--- src/rtl/spi_pkg.sv ---
// Shared types and constants for the SPI master shift engine.
// The config struct carries len at a fixed maximum width so it is independent of W.
package spi_pkg;

  typedef enum logic [1:0] {
    IDLE  = 2'd0,
    LEAD  = 2'd1,
    XFER  = 2'd2,
    TRAIL = 2'd3
  } spi_state_t;

  localparam int SPI_MIN_HALF  = 1;
  localparam int SPI_LEN_MAX_W = 16;

  typedef struct packed {
    logic                     cpol;
    logic                     cpha;
    logic                     lsb_first;
    logic [SPI_LEN_MAX_W-1:0] len;
  } spi_cfg_t;

endpackage

--- src/rtl/spi_shift_engine_if.sv ---
// Host-side request/response bus of the SPI shift engine.
interface spi_shift_engine_if #(
  parameter int W  = 8,
  parameter int LW = $clog2(W)
);
  // start is a request taken on any rising clk edge where busy is low; tx_data,
  // len, cpol, cpha and lsb_first are captured on that edge. done pulses for one
  // cycle when the frame ends and rx_data is valid from that cycle on.
  logic          start;
  logic [W-1:0]  tx_data;
  logic [LW-1:0] len;
  logic          cpol;
  logic          cpha;
  logic          lsb_first;
  logic          busy;
  logic          done;
  logic [W-1:0]  rx_data;

  modport master (
    output start, tx_data, len, cpol, cpha, lsb_first,
    input  busy, done, rx_data
  );

  modport slave (
    input  start, tx_data, len, cpol, cpha, lsb_first,
    output busy, done, rx_data
  );
endinterface

--- src/rtl/spi_clk_div.sv ---
// Half-period counter: emits a one-cycle tick every HALF enabled cycles.
// clr restarts the count so the first tick lands exactly HALF cycles later.
module spi_clk_div #(
  parameter int HALF = 2
) (
  input  logic clk,
  input  logic reset,
  input  logic en,
  input  logic clr,
  output logic tick
);
  localparam int CW = (HALF > 1) ? $clog2(HALF) : 1;

  logic [CW-1:0] cnt;

  assign tick = en && (cnt == CW'(HALF - 1));

  always_ff @(posedge clk) begin
    if (reset || clr) begin
      cnt <= '0;
    end else if (en) begin
      cnt <= tick ? '0 : cnt + CW'(1);
    end
  end
endmodule

--- src/rtl/spi_shift_engine.sv ---
// SPI master shift engine: all four CPOL/CPHA modes, MSB/LSB first, frames of
// 1..W bits. All pad and status outputs come straight from flops.
module spi_shift_engine
  import spi_pkg::*;
#(
  parameter int W    = 8,
  parameter int HALF = 2,
  parameter int LW   = $clog2(W)
) (
  input  logic               clk,
  input  logic               reset,
  spi_shift_engine_if.slave  bus,
  input  logic               miso,
  output logic               sclk,
  output logic               mosi,
  output logic               cs_n,
  output spi_state_t         dbg_state
);

  spi_state_t    state_q, state_d;
  spi_cfg_t      cfg_q;
  logic [W-1:0]  tx_q;
  logic [W-1:0]  rx_acc;
  logic [LW:0]   bit_cnt;
  logic          trailing;
  logic          tick;
  logic          accept;
  logic          last_bit;
  logic [LW-1:0] cur_pos;
  logic [LW-1:0] nxt_pos;
  logic [LW-1:0] first_pos;

  // Word position of the i-th bit on the wire for a frame of n1+1 bits.
  function automatic logic [LW-1:0] bit_pos(input logic lsb, input logic [LW-1:0] n1,
                                            input logic [LW-1:0] i);
    return lsb ? i : n1 - i;
  endfunction

  assign accept    = (state_q == IDLE) && bus.start;
  assign last_bit  = (SPI_LEN_MAX_W'(bit_cnt) == cfg_q.len);
  assign cur_pos   = bit_pos(cfg_q.lsb_first, cfg_q.len[LW-1:0], bit_cnt[LW-1:0]);
  assign nxt_pos   = bit_pos(cfg_q.lsb_first, cfg_q.len[LW-1:0], bit_cnt[LW-1:0] + LW'(1));
  assign first_pos = bit_pos(bus.lsb_first, bus.len, '0);
  assign dbg_state = state_q;

  spi_clk_div #(.HALF(HALF)) u_clk_div (
    .clk   (clk),
    .reset (reset),
    .en    (state_q != IDLE),
    .clr   (accept),
    .tick  (tick)
  );

  always_ff @(posedge clk) begin
    if (reset) state_q <= IDLE;
    else       state_q <= state_d;
  end

  always_comb begin
    state_d = state_q;
    case (state_q)
      IDLE:    if (bus.start) state_d = LEAD;
      LEAD:    if (tick) state_d = XFER;
      XFER:    if (tick && trailing && last_bit) state_d = TRAIL;
      TRAIL:   if (tick) state_d = IDLE;
      default: state_d = IDLE;
    endcase
  end

  always_ff @(posedge clk) begin
    if (reset) begin
      cfg_q       <= '0;
      tx_q        <= '0;
      rx_acc      <= '0;
      bit_cnt     <= '0;
      trailing    <= 1'b0;
      sclk        <= 1'b0;
      mosi        <= 1'b0;
      cs_n        <= 1'b1;
      bus.busy    <= 1'b0;
      bus.done    <= 1'b0;
      bus.rx_data <= '0;
    end else begin
      cs_n     <= (state_d == IDLE);
      bus.busy <= (state_d != IDLE);
      bus.done <= (state_q == TRAIL) && tick;
      case (state_q)
        IDLE: begin
          sclk <= bus.cpol;
          mosi <= 1'b0;
          if (bus.start) begin
            cfg_q    <= '{cpol: bus.cpol, cpha: bus.cpha, lsb_first: bus.lsb_first,
                          len: SPI_LEN_MAX_W'(bus.len)};
            tx_q     <= bus.tx_data;
            rx_acc   <= '0;
            bit_cnt  <= '0;
            trailing <= 1'b0;
            mosi     <= bus.tx_data[first_pos];
          end
        end
        XFER: begin
          if (tick) begin
            sclk     <= ~sclk;
            trailing <= ~trailing;
            if (!trailing) begin
              if (!cfg_q.cpha) rx_acc[cur_pos] <= miso;
              else             mosi <= tx_q[cur_pos];
            end else begin
              if (cfg_q.cpha)     rx_acc[cur_pos] <= miso;
              else if (!last_bit) mosi <= tx_q[nxt_pos];
              // The counter parks on the last bit instead of wrapping.
              if (!last_bit) bit_cnt <= bit_cnt + (LW+1)'(1);
            end
          end
        end
        TRAIL: begin
          if (tick) begin
            bus.rx_data <= rx_acc;
            mosi        <= 1'b0;
          end
        end
        default: ;
      endcase
    end
  end

endmodule

--- src/flat_wrapper.sv ---
// flat-port wrapper written by rule: the top's interface ports become plain ports
module spi_shift_engine_flat import spi_pkg::*;
#(
  parameter int W    = 8,
  parameter int HALF = 2,
  parameter int LW   = $clog2(W)
)
  (clk, reset, miso, sclk, mosi, cs_n, dbg_state, bus_start, bus_tx_data, bus_len, bus_cpol, bus_cpha, bus_lsb_first, bus_busy, bus_done, bus_rx_data);
  spi_shift_engine_if #(.W(W), .LW(LW)) bus_i ();
  input  logic clk;
  input  logic reset;
  input  logic miso;
  output logic sclk;
  output logic mosi;
  output logic cs_n;
  output spi_state_t dbg_state;
  input wire logic [$bits(bus_i.start)-1:0] bus_start;
  input wire logic [$bits(bus_i.tx_data)-1:0] bus_tx_data;
  input wire logic [$bits(bus_i.len)-1:0] bus_len;
  input wire logic [$bits(bus_i.cpol)-1:0] bus_cpol;
  input wire logic [$bits(bus_i.cpha)-1:0] bus_cpha;
  input wire logic [$bits(bus_i.lsb_first)-1:0] bus_lsb_first;
  output wire logic [$bits(bus_i.busy)-1:0] bus_busy;
  output wire logic [$bits(bus_i.done)-1:0] bus_done;
  output wire logic [$bits(bus_i.rx_data)-1:0] bus_rx_data;
  assign bus_i.start = bus_start;
  assign bus_i.tx_data = bus_tx_data;
  assign bus_i.len = bus_len;
  assign bus_i.cpol = bus_cpol;
  assign bus_i.cpha = bus_cpha;
  assign bus_i.lsb_first = bus_lsb_first;
  assign bus_busy = bus_i.busy;
  assign bus_done = bus_i.done;
  assign bus_rx_data = bus_i.rx_data;
  spi_shift_engine #(.W(W), .HALF(HALF), .LW(LW)) u_core (.clk(clk), .reset(reset), .bus(bus_i), .miso(miso), .sclk(sclk), .mosi(mosi), .cs_n(cs_n), .dbg_state(dbg_state));
endmodule
--- config.mk ---
export PLATFORM = sky130hd
export DESIGN_NAME = spi_shift_engine_flat
export DESIGN_NICKNAME = d
export VERILOG_FILES = /design/src/rtl/spi_pkg.sv /design/src/rtl/spi_shift_engine_if.sv /design/src/rtl/spi_clk_div.sv /design/src/rtl/spi_shift_engine.sv /design/src/flat_wrapper.sv
export SDC_FILE = /design/constraint.sdc
export NUM_CORES = 1
export LEC_CHECK = 0
export BUFFER_PORTS_ARGS = -buffer_cell sky130_fd_sc_hd__buf_4
export CAP_MARGIN = 20
export CORE_MARGIN = 8
export CORE_UTILIZATION = 31
export DETAILED_ROUTE_END_ITERATION = 16
export SETUP_SLACK_MARGIN = 0.1
export SYNTH_ARGS = -nofsm -noshare
export SYNTH_HDL_FRONTEND = slang
export SYNTH_SLANG_ARGS = --single-unit
--- constraint.sdc ---
create_clock -name clk -period 3.2 [get_ports clk]
set_input_delay 0.48 -clock clk [delete_from_list [all_inputs] [get_ports clk]]
set_output_delay 0.48 -clock clk [all_outputs]
set_load 0.02 [all_outputs]
* After elaboration in Yosys (flattened, before gate mapping)
Cells that the tools add are included.
** Word-level totals
- Bits of input ports :: 18
- Logic and storage cells :: 102
- Register bits after elaboration :: 42
- Output and inout port bits :: 15
** Operators by class
- Reductions and logical operators :: 20
- Multiplexer cells :: 42
- Equal/unequal tests :: 14
- $lt $le $gt $ge :: 4
- $add $sub $neg :: 5
- Bitwise logic cells :: 2
** Operators with widths (count)
- 8-bit 2-to-1 mux :: 5
- 4-bit 2-to-1 mux :: 4
- 8-bit one-hot mux with 2 select lines :: 1
- 1-bit 2-to-1 mux :: 15
- 3-bit by 4-bit < comparator with 1-bit output (second input constant) :: 3
- 5-bit AND reduction :: 2
- 1-bit binary-select mux with 3-bit select :: 3
- 3-bit 2-to-1 mux :: 3
- 8-bit bitwise mux :: 1
- 2-bit 2-to-1 mux :: 4
- 2-bit one-hot mux with 4 select lines :: 1
- 4-bit one-hot mux with 2 select lines :: 1
- 1-bit logical AND :: 6
- 2-bit by 1-bit inequality test with 1-bit output (second input constant) :: 3
- 3-bit by 2-bit inequality test with 1-bit output (second input constant) :: 2
- 3-bit inequality test (second input constant) :: 2
- 2-bit AND reduction :: 3
- 6-bit AND reduction :: 1
- 2-bit nonzero test :: 3
- 3-bit subtractor :: 2
- 4-bit by 1-bit adder with 4-bit output (second input constant) :: 1
- 2-bit == test (second input constant) :: 2
- 4-bit by 3-bit == test with 1-bit output :: 1
- 2-bit zero test :: 2
- 13 further kinds :: 16

* Depth between registers and ports, before layout
Gate-level depths: netlist of the first run.
- Depth after elaboration :: 11
- Depth in mapped cells :: 9
- Depth with buffers taken out :: 9

* Cells and area by module
From an unflattened synthesis of the first run, not the netlist that was laid out.
** Unflattened totals
- Cell total of the unflattened synthesis :: 276
- Area total of the unflattened synthesis :: 2262.2 um^2
** Modules (own cells, without submodules)
- spi_shift_engine :: times used 1, area each 2215.9 um^2, cells an instance 272, sequential area each 820.8 um^2
- spi_clk_div :: times used 1, area each 46.3 um^2, cells an instance 4, sequential area each 20.0 um^2

* Worst setup path before layout of the first run
Ideal clock, no wire load.
- Path type :: reg2reg
- Start :: reg u_core.bit_cnt[0]
- End :: reg u_core.mosi
- Path buffers :: 0
- Data required time :: 3.112 ns
- Slack :: 0.810 ns
- Period minus slack after synthesis :: 2.390 ns
- Cell stages (with the launch flop) :: 9
- Data arrival time :: 2.302 ns
- Setup time :: 0.088 ns
- Cell sequence :: dfxtp_1 > ha_1 > fa_1 > a21boi_0 > mux2i_1 > o21ai_0 > a2111oi_0 > a311oi_1 > a311oi_2
** On the way
- Cells in the longest elaborated chain, start to end :: 10
- Elaborated cells between the ends (all ways) :: 18
- Those cells by class :: add/sub (3); eq/ne (2); mux (12); reduce/logical (1)
** RTL lines
- start, declared :: RTL line spi_shift_engine.sv:24 : logic [LW:0] bit_cnt;
- start signal, assigned :: RTL line spi_shift_engine.sv:112 : if (!last_bit) bit_cnt <= bit_cnt + (LW+1)'(1);
- 3-bit by 1-bit adder with 3-bit output :: RTL line spi_shift_engine.sv:42 : assign nxt_pos = bit_pos(cfg_q.lsb_first, cfg_q.len[LW-1:0], bit_cnt[LW-1:0] + LW'(1));
- 3-bit subtractor :: RTL line spi_shift_engine.sv:36 : return lsb ? i : n1 - i;
- 3-bit 2-to-1 mux :: RTL line spi_shift_engine.sv:36
- 1-bit binary-select mux with 3-bit select :: RTL line spi_shift_engine.sv:110 : else if (!last_bit) mosi <= tx_q[nxt_pos];
- 1-bit 2-to-1 mux (implied by the code) :: RTL line spi_shift_engine.sv:110
- 1-bit 2-to-1 mux :: RTL line spi_shift_engine.sv:110
- 1-bit 2-to-1 mux :: RTL line spi_shift_engine.sv:109 : if (cfg_q.cpha) rx_acc[cur_pos] <= miso;
- 1-bit 2-to-1 mux :: RTL line spi_shift_engine.sv:105 : if (!trailing) begin
- 1-bit 2-to-1 mux :: RTL line spi_shift_engine.sv:102 : if (tick) begin
- 1-bit one-hot mux with 3 select lines :: RTL line spi_shift_engine.sv:87 : case (state_q)
- end signal, assigned :: RTL line spi_shift_engine.sv:98 : mosi <= bus.tx_data[first_pos];
- end signal, assigned :: RTL line spi_shift_engine.sv:107 : else mosi <= tx_q[cur_pos];
- end signal, assigned :: RTL line spi_shift_engine.sv:110
- end, declared :: RTL line spi_shift_engine.sv:15 : output logic mosi,
Parallel ways exist; a longest one is shown, timed or not. The select of a mux whose other input is x is not followed.
A chain may end at the register's enable or synchronous reset.

* Final worst setup path of the first run
Same ends and word-level chain as after synthesis.

==> impl_metrics.json, run 1 <==
{
  "final_cell_mix": "61 x nand2_1, 48 x a21oi_1, 42 x dfxtp_1",
  "fin_hold_ws_ns": 0.425,
  "arrival_ns": 2.86,
  "clk_pin_slew_ns": 0.08,
  "cp_max_fo": 8,
  "drive_above_1_share": 0.159,
  "grt_pass1_wl_mm": 9.22,
  "hp-class": "in -> reg",
  "drv_cap": 0,
  "synth_area_sq_um": 2180,
  "power_leakage_uw": 0.000966,
  "setup_tns_ns": 0,
  "grt_usage": 0.114,
  "period_needed_ns": 2.64,
  "synth_flop_cell": "dfxtp_1",
  "grt_antenna_before_repair": 0,
  "antenna_left": 0,
  "detail_route.iter0.violations": 153,
  "fin_nets": 325,
  "hold_viol_final": 0,
  "path_class": "reg -> reg",
  "power.density_nw_per_um2": 465,
  "finalWeightedCongestion": 0.795,
  "final.setup_skew_ns": 0.00623,
  "area_delta_synth_final_pct": 17.5,
  "drv_slew": 0,
  "hp-start": "bus_cpha",
  "via_per_inst": 4.85,
  "mostFrequentLayoutCell": "nand2_1",
  "max_freq_ghz": 0.378,
  "wl_per_cell_um": 13.2,
  "cts_buffer_depth": 2,
  "rsz0062_at_grt": "no",
  "clk_latency_ns": 0.30,
  "required_ns": 3.41,
  "syn_nets": 300,
  "grt_pass1_vias": 1928,
  "dieArea_sq_um": 9960,
  "core.rowCount": 30,
  "fp.dieH_um": 99.8,
  "cts_tree": "done",
  "critPathLaunch": "u_core.bit_cnt[0]$_SDFFE_PP0P_",
  "finalPower_uw": 1190,
  "status": "complete, no violations",
  "cts-hold-fix-buffers": 0,
  "cp-start-kind": "register",
  "root_buffer": "clkbuf_8",
  "max-vdd-ir-drop_uv": 194,
  "end_kind": "register",
  "ctsResizeCount": 0,
  "grt.overflow.total": 0,
  "io_pins": 33,
  "synth-edff-count": 0,
  "cts.sinks": 42,
  "start_util": 0.320,
  "coreArea_sq_um": 6790,
  "drt-pass1-iter-count": 4,
  "setup_viol": 0,
  "ys_warn_count": 0,
  "drc": 0,
  "grt_max_degree": 37,
  "htree_num_levels": 2,
  "timing.rr.start": "u_core.bit_cnt[0]$_SDFFE_PP0P_",
  "ys_async_sr_fraction": 0,
  "cts_setup_buffers": 0,
  "cts_inserted_buffers": 5,
  "dp_slack_ns": 0.588,
  "timing.final.crit_share": 0.826,
  "io_buffers": 32,
  "slew_headroom": 0.479,
  "synth_cell_types": 43,
  "fin_ws_ns": 0.557,
  "ys_ff_latch": 42,
  "n_antenna_cell": 0,
  "worst_slew_pin_slew_ns": 0.759,
  "hpwl_mm": 3.88,
  "syn_inst": 276,
  "vias": 1931,
  "ys_seq_area_frac": 0.386,
  "syn_area_per_cell_sq_um": 7.88,
  "fin_util": 0.376,
  "dieWidth_um": 99.8,
  "wl_mm": 5.27
}
-- cells in the mapped netlist (all sizes together) (2+ instances only) --
cell | number | area, sq um
a311oi | 2 | 23.8
nand2 | 61 | 229
nand2b | 3 | 18.8
xnor2 | 5 | 43.8
xor2 | 7 | 76.3
o21ai | 15 | 75.1
a21oi | 48 | 240
inv | 9 | 33.8
nor3 | 2 | 10.0
nor2b | 3 | 18.8
mux2i | 9 | 90.1
ha | 4 | 50.1
clkbuf | 12 | 46.3
o21bai | 2 | 15.0
o31ai | 3 | 32.5
nand4 | 3 | 18.8
buf | 3 | 26.3
dfxtp | 42 | 841
nand3 | 3 | 15.0
fa | 2 | 40.0
nor2 | 21 | 78.8
-- kinds of logic after synthesis --
logic type	share of synthesized area
DFF	0.386
adders and majority gates	0.0414
AOI/OAI and AO/OA	0.217
xor gates and xnor gates	0.0552
and+or+nand+nor	0.194
muxes	0.0569
buffers and inverters	0.0489
-- area by class of cell --
cell class                      instances  area [sq um]
Sequential cell                        42           841
Tap cell                               96           120
Inverter                                9          33.8
Multi-Input combinational cell        210          1230
Timing Repair Buffer                   33           248
Clock buffer                            6          72.6
Fill cell                             730          4240
Clock inverter                          2          13.8
-- sequential cells by signal, indices dropped and copies added, names as in the netlist --
name                  flops
u_core.sclk               1
u_core.bus.done           1
u_core.cs_n               1
u_core.u_clk_div.cnt      1
u_core.bus.rx_data        8
u_core.mosi               1
u_core.trailing           1
u_core.bus.busy           1
u_core.bit_cnt            4
u_core.rx_acc             8
u_core.dbg_state          2
u_core.cfg_q              5
u_core.tx_q               8
-- worst paths after layout --
kind | endpoint | slack [ns] | cells past startpoint
hold / removal | u_core.cfg_q[17]$_SDFFE_PP0P_ | 0.42 | 3
setup reg to reg | u_core.mosi$_SDFFE_PP0P_ | 0.56 | 8
hold reg to reg | u_core.bus.rx_data[2]$_SDFFE_PP0P_ | 0.45 | 2
setup / recovery | u_core.mosi$_SDFFE_PP0P_ | 0.56 | 8
-- per-stage QoR --
step	area, sq um	std cells
final	2560	398
after global routing	2560	398
after CTS	2560	398
after detailed placement	2470	390
after global placement	2470	390
after floorplan	2180	276
-- worst max-delay path, stage by stage, from the launching register on --
cell	delay [ns]
dfxtp_1	0.49
ha_1	0.35
fa_1	0.57
nor2_1	0.06
a21oi_1	0.21
o21ai_0	0.11
a2111oi_0	0.40
a311oi_1	0.11
a311oi_2	0.26
-- where the power goes --
group,total (uW),internal [uW],switching (uW)
Clock,343,154,189
Combinational,269,113,156
Sequential,579,545,33.5
Total,1190,812,378
-- layer usage --
layer  GRT usage  routed length [um]
met1       0.146                2640
met2       0.176                2230
met3      0.0311                 330
met4      0.0501                  65
met5           0                   0
No activity file was read; power rests on OpenSTA's default activity.
==> inputs of run 2 (changes only) <==
Clock period 3.2 ns to 2.6 ns, I/O delays scaled along.
==> impl_metrics.json, run 2 (synthesis gave the netlist of run 1 again) <==
{
  "cts-hold-fix-buffers": 0,
  "slew_headroom": 0.603,
  "drv_cap": 0,
  "status": "complete, no violations",
  "grt_antenna_before_repair": 0,
  "rsz0062_at_grt": "no",
  "grt_pass1_wl_mm": 9.15,
  "cts_tree": "done",
  "grt_max_degree": 37,
  "setup_viol": 0,
  "max_freq_ghz": 0.424,
  "grt_usage": 0.111,
  "fillers": 698,
  "drt-pass1-iter-count": 4,
  "power.density_nw_per_um2": 596,
  "n_antenna_cell": 0,
  "detail_route.iter0.violations": 107,
  "clk_pin_slew_ns": 0.08,
  "cts.sinks": 42,
  "coreArea_sq_um": 6790,
  "period_needed_ns": 2.36,
  "placed_cells": 394,
  "vias": 1962,
  "drv_slew": 0,
  "cts_buffer_depth": 2,
  "io_pins": 33,
  "drive_above_1_share": 0.183,
  "finalWeightedCongestion": 0.805,
  "worst_slew_pin_slew_ns": 0.595,
  "max-vdd-ir-drop_uv": 275,
  "end_kind": "register",
  "fp.dieH_um": 99.8,
  "path_class": "reg -> reg",
  "required_ns": 2.82,
  "dieWidth_um": 99.8,
  "root_buffer": "clkbuf_8",
  "hp-class": "in -> reg",
  "timing.final.crit_share": 0.907,
  "grt_pass1_vias": 1903,
  "io_buffers": 32,
  "power_leakage_uw": 0.00100,
  "wl_mm": 5.39,
  "fin_cells": 402,
  "cts_inserted_buffers": 5,
  "wl_per_cell_um": 13.4,
  "top_layer": "met4",
  "cts_setup_buffers": 0,
  "clk_latency_ns": 0.29,
  "reg_top3": "u_core.bus.rx_data (8), u_core.rx_acc (8), u_core.tx_q (8)",
  "final_cell_mix": "61 x nand2_1, 48 x a21oi_1, 40 x dfxtp_1",
  "grt.overflow.total": 0,
  "hpwl_mm": 3.95,
  "dieArea_sq_um": 9960,
  "arrival_ns": 2.57,
  "drc": 0,
  "antenna_left": 0,
  "area_delta_synth_final_pct": 21.3,
  "setup_tns_ns": 0,
  "cp-start-kind": "register",
  "cp_max_fo": 7,
  "via_per_inst": 4.88,
  "final.setup_skew_ns": 0.00863,
  "met2_length_mm": 2.38,
  "htree_num_levels": 2,
  "start_util": 0.320,
  "fin_nets": 329,
  "hold_viol_final": 0,
  "route.met3.wl_um": 404,
  "core.rowCount": 30,
  "mostFrequentLayoutCell": "nand2_1",
  "route.layer.met1.wl_mm": 2.56
}
==> run 2: cell count changes in the layout (fill, tap and decap cells not counted), sizes merged <==
cell / delta
clkbuf: +1
buf: +4
bufinv: +1
clkinv: -2
==> run 2: critical path, cell delays in order, from the launching register on <==
cell	delay (ns)
dfxtp_4	0.40
buf_4	0.13
ha_1	0.15
inv_1	0.06
fa_1	0.45
xor2_2	0.25
o31ai_2	0.13
a222oi_1	0.34
nand4_1	0.15
a311oi_2	0.23
==> run 2: metal layers <==
layer,global-route usage,vias up
met5,0,-
met4,0.0373,0
met3,0.0284,4
met2,0.168,54
met1,0.150,907
li1,-,997
==> run 2: power breakdown <==
group	internal (uW)	total, uW	leakage (uW)	switching (uW)
Combinational	154	359	0.000606	205
Sequential	672	704	0.000343	32.3
Clock	288	510	0.0000524	222
Total	1110	1570	0.00100	460
==> run 2: repair_timing <==
action                     CTS  global route
setup endpoints to repair    1             1
gates resized for setup      4             4
pin swaps                    0             3
==> run 2: final timing paths <==
check	from	endpoint	slack (ns)	cells past startpoint
setup / recovery	u_core.bit_cnt[0]$_SDFFE_PP0P_	u_core.mosi$_SDFFE_PP0P_	0.24	9
hold reg to reg	u_core.rx_acc[6]$_SDFFE_PP0P_	u_core.bus.rx_data[6]$_SDFFE_PP0P_	0.45	2
hold / removal	bus_tx_data[5]	u_core.tx_q[5]$_SDFFE_PP0P_	0.35	3
setup reg to reg	u_core.bit_cnt[0]$_SDFFE_PP0P_	u_core.mosi$_SDFFE_PP0P_	0.24	9
==> run 2: cell type report <==
| class | count | area (sq um) | area share |
|---|---|---|---|
| multi-input combinational | 210 | 1260 | 0.476 |
| tap | 96 | 120 | 0.0455 |
| clock inverter | 1 | 30.0 | 0.0114 |
| timing repair buffer | 37 | 278 | 0.105 |
| clock buffer | 7 | 76.3 | 0.0289 |
| inverter | 9 | 33.8 | 0.0128 |
| sequential | 42 | 846 | 0.320 |
==> run 2: per-stage QoR <==
stage	hold WS, ns	utilization	total power (uW)	setup slack, ns	cell area, sq um
global route	0.350	0.389	1660	0.108	2640
CTS	0.341	0.386	1580	0.179	2620
detailed placement	0.445	0.368	1070	0.0586	2500
finish	0.348	0.389	1570	0.243	2640
floorplan	0.428	-	962	0.210	2180
global placement	0.444	0.368	1060	0.117	2500
==> inputs of run 3 (changes only) <==
Settings changed: PLACE_DENSITY_LB_ADDON set to 0.15.
==> impl_metrics.json, run 3 (synthesis gave the netlist of run 1 again) <==
{
  "timing.rr.start": "u_core.bit_cnt[0]$_SDFFE_PP0P_",
  "grt_max_degree": 37,
  "wl_per_cell_um": 13.9,
  "fin_cells": 406,
  "antenna_left": 0,
  "coreArea_sq_um": 6790,
  "max-vdd-ir-drop_uv": 339,
  "vias": 1929,
  "placed_cells": 398,
  "end_kind": "register",
  "holdPathStages": 3,
  "hp-class": "in -> reg",
  "clk_latency_ns": 0.30,
  "fin_hold_ws_ns": 0.341,
  "io_pins": 33,
  "hold_viol_final": 0,
  "slowest_stage": "fa_1",
  "htree_num_levels": 2,
  "cts_inserted_buffers": 5,
  "cp-start-kind": "register",
  "slew_headroom": 0.557,
  "root_buffer": "clkbuf_8",
  "start_util": 0.320,
  "area_delta_synth_final_pct": 22.8,
  "cp_max_fo": 8,
  "worst_slew_pin_slew_ns": 0.664,
  "grt_pass1_wl_mm": 9.58,
  "critPathTopFamily": "compound AO/OA/AOI/OAI gates",
  "crit_buf_inv": 1,
  "setup_tns_ns": 0,
  "critPathLaunch": "u_core.bit_cnt[0]$_SDFFE_PP0P_",
  "drt-pass1-iter-count": 5,
  "clk_pin_slew_ns": 0.08,
  "io_buffers": 32,
  "max_freq_ghz": 0.431,
  "timing.final.crit_share": 0.893,
  "grt_usage": 0.117,
  "via_per_inst": 4.75,
  "drv_slew": 0,
  "required_ns": 2.81,
  "rsz0062_at_grt": "no",
  "finalWeightedCongestion": 0.769,
  "final_area_sq_um": 2670,
  "power.density_nw_per_um2": 601,
  "fillers": 740,
  "grt_pass1_vias": 1956,
  "cpMostUsedCell": "a311oi_2",
  "setup_viol": 0,
  "rr_endpoint": "u_core.mosi$_SDFFE_PP0P_",
  "dp_slack_ns": 0.0533,
  "grt.overflow.total": 0,
  "cts_tree": "done",
  "reg2reg_depth": 9,
  "reg_top3": "u_core.bus.rx_data (8), u_core.rx_acc (8), u_core.tx_q (8)",
  "hp-start": "bus_cpha",
  "fin_nets": 333,
  "core.rowCount": 30,
  "detail_route.iter0.violations": 134,
  "power_leakage_uw": 0.00101,
  "final_cell_mix": "61 x nand2_1, 48 x a21oi_1, 41 x buf_4",
  "mostFrequentLayoutCell": "nand2_1",
  "period_needed_ns": 2.32,
  "drc": 0,
  "critPathMaxStageDelay_ns": 0.53,
  "drive_above_1_share": 0.197,
  "fin_ws_ns": 0.277,
  "cts.sinks": 42,
  "wl_mm": 5.64,
  "path_class": "reg -> reg",
  "dieWidth_um": 99.8,
  "reg2reg_setup_slack_ns": 0.28,
  "arrival_ns": 2.53,
  "dieArea_sq_um": 9960,
  "final.setup_skew_ns": 0.00915,
  "hpwl_mm": 4.13,
  "drv_cap": 0,
  "placed_cell_area_sq_um": 2530,
  "crit_chain": "inv_1 -> ha_1 -> fa_1 -> nor2_1 -> a21oi_1 -> o31ai_1 -> a2111oi_2 -> a311oi_2 -> a311oi_2",
  "status": "complete, no violations",
  "fp.dieH_um": 99.8,
  "worst-path-stages": 9,
  "cts_buffer_depth": 2,
  "n_antenna_cell": 0,
  "cts-hold-fix-buffers": 0,
  "crit_end": "u_core.mosi$_SDFFE_PP0P_",
  "grt_antenna_before_repair": 0
}
-- run 3: cell count changes in the layout (fill, tap and decap cells not counted), sizes merged --
cell / before / now
clkbuf: 7 / 6
buf: 37 / 41
clkinvlp: 0 / 1
-- run 3: layout make-up --
class / count / area, sq um / area share
multi-input cells: 210 / 1250 / 0.469
flip-flops and latches: 42 / 846 / 0.317
repair buffers: 41 / 308 / 0.115
well taps: 96 / 120 / 0.0450
clock buffers: 6 / 72.6 / 0.0272
clock inverters: 2 / 37.5 / 0.0141
inverters: 9 / 33.8 / 0.0126
-- run 3: worst min path at each step --
stage,slack (ns),end
detailed placement,0.44,u_core.bus.rx_data[2]$_SDFFE_PP0P_
finish,0.34,u_core.cfg_q[17]$_SDFFE_PP0P_
CTS,0.33,u_core.cfg_q[17]$_SDFFE_PP0P_
floorplan,0.43,u_core.bus.rx_data[0]$_SDFFE_PP0P_
global placement,0.44,u_core.bus.rx_data[2]$_SDFFE_PP0P_
global route,0.35,u_core.tx_q[6]$_SDFFE_PP0P_
-- run 3: metal layers --
layer  routed length (um)  global-route usage  part of all wire  up-vias
li1                     -                   -                 -     1006
met1                 3020               0.162              0.54      882
met2                 2360               0.175              0.42       36
met3                  212              0.0284             0.038        5
met4                   47              0.0279            0.0083        0
met5                    0                   0                 0        -
-- run 3: repair_timing --
item                       CTS  global route
gates resized for setup      2             6
setup endpoints to repair    1             1
setup buffers                0             0
gates cloned                 0             0
pin swaps                    0             1
-- run 3: report_power, final --
group	leakage (uW)	switching (uW)	total, uW	internal (uW)
Clock	0.0000514	237	524	287
Combinational	0.000619	221	382	161
Sequential	0.000343	26.9	699	672
-- run 3: worst register-to-register path, stage by stage (launching register included) --
cell and delay (ns):
dfxtp_4 0.41, inv_1 0.06, ha_1 0.21, fa_1 0.53
nor2_1 0.06, a21oi_1 0.17, o31ai_1 0.10, a2111oi_2 0.37
a311oi_2 0.07, a311oi_2 0.26
-- run 3: stage by stage --
step,util,power (uW)
6_report,0.393,1600
5_1_grt,0.393,1690
4_1_cts,0.389,1610
3_5_place_dp,0.373,1080
3_3_place_gp,0.373,1080
2_1_floorplan,-,962
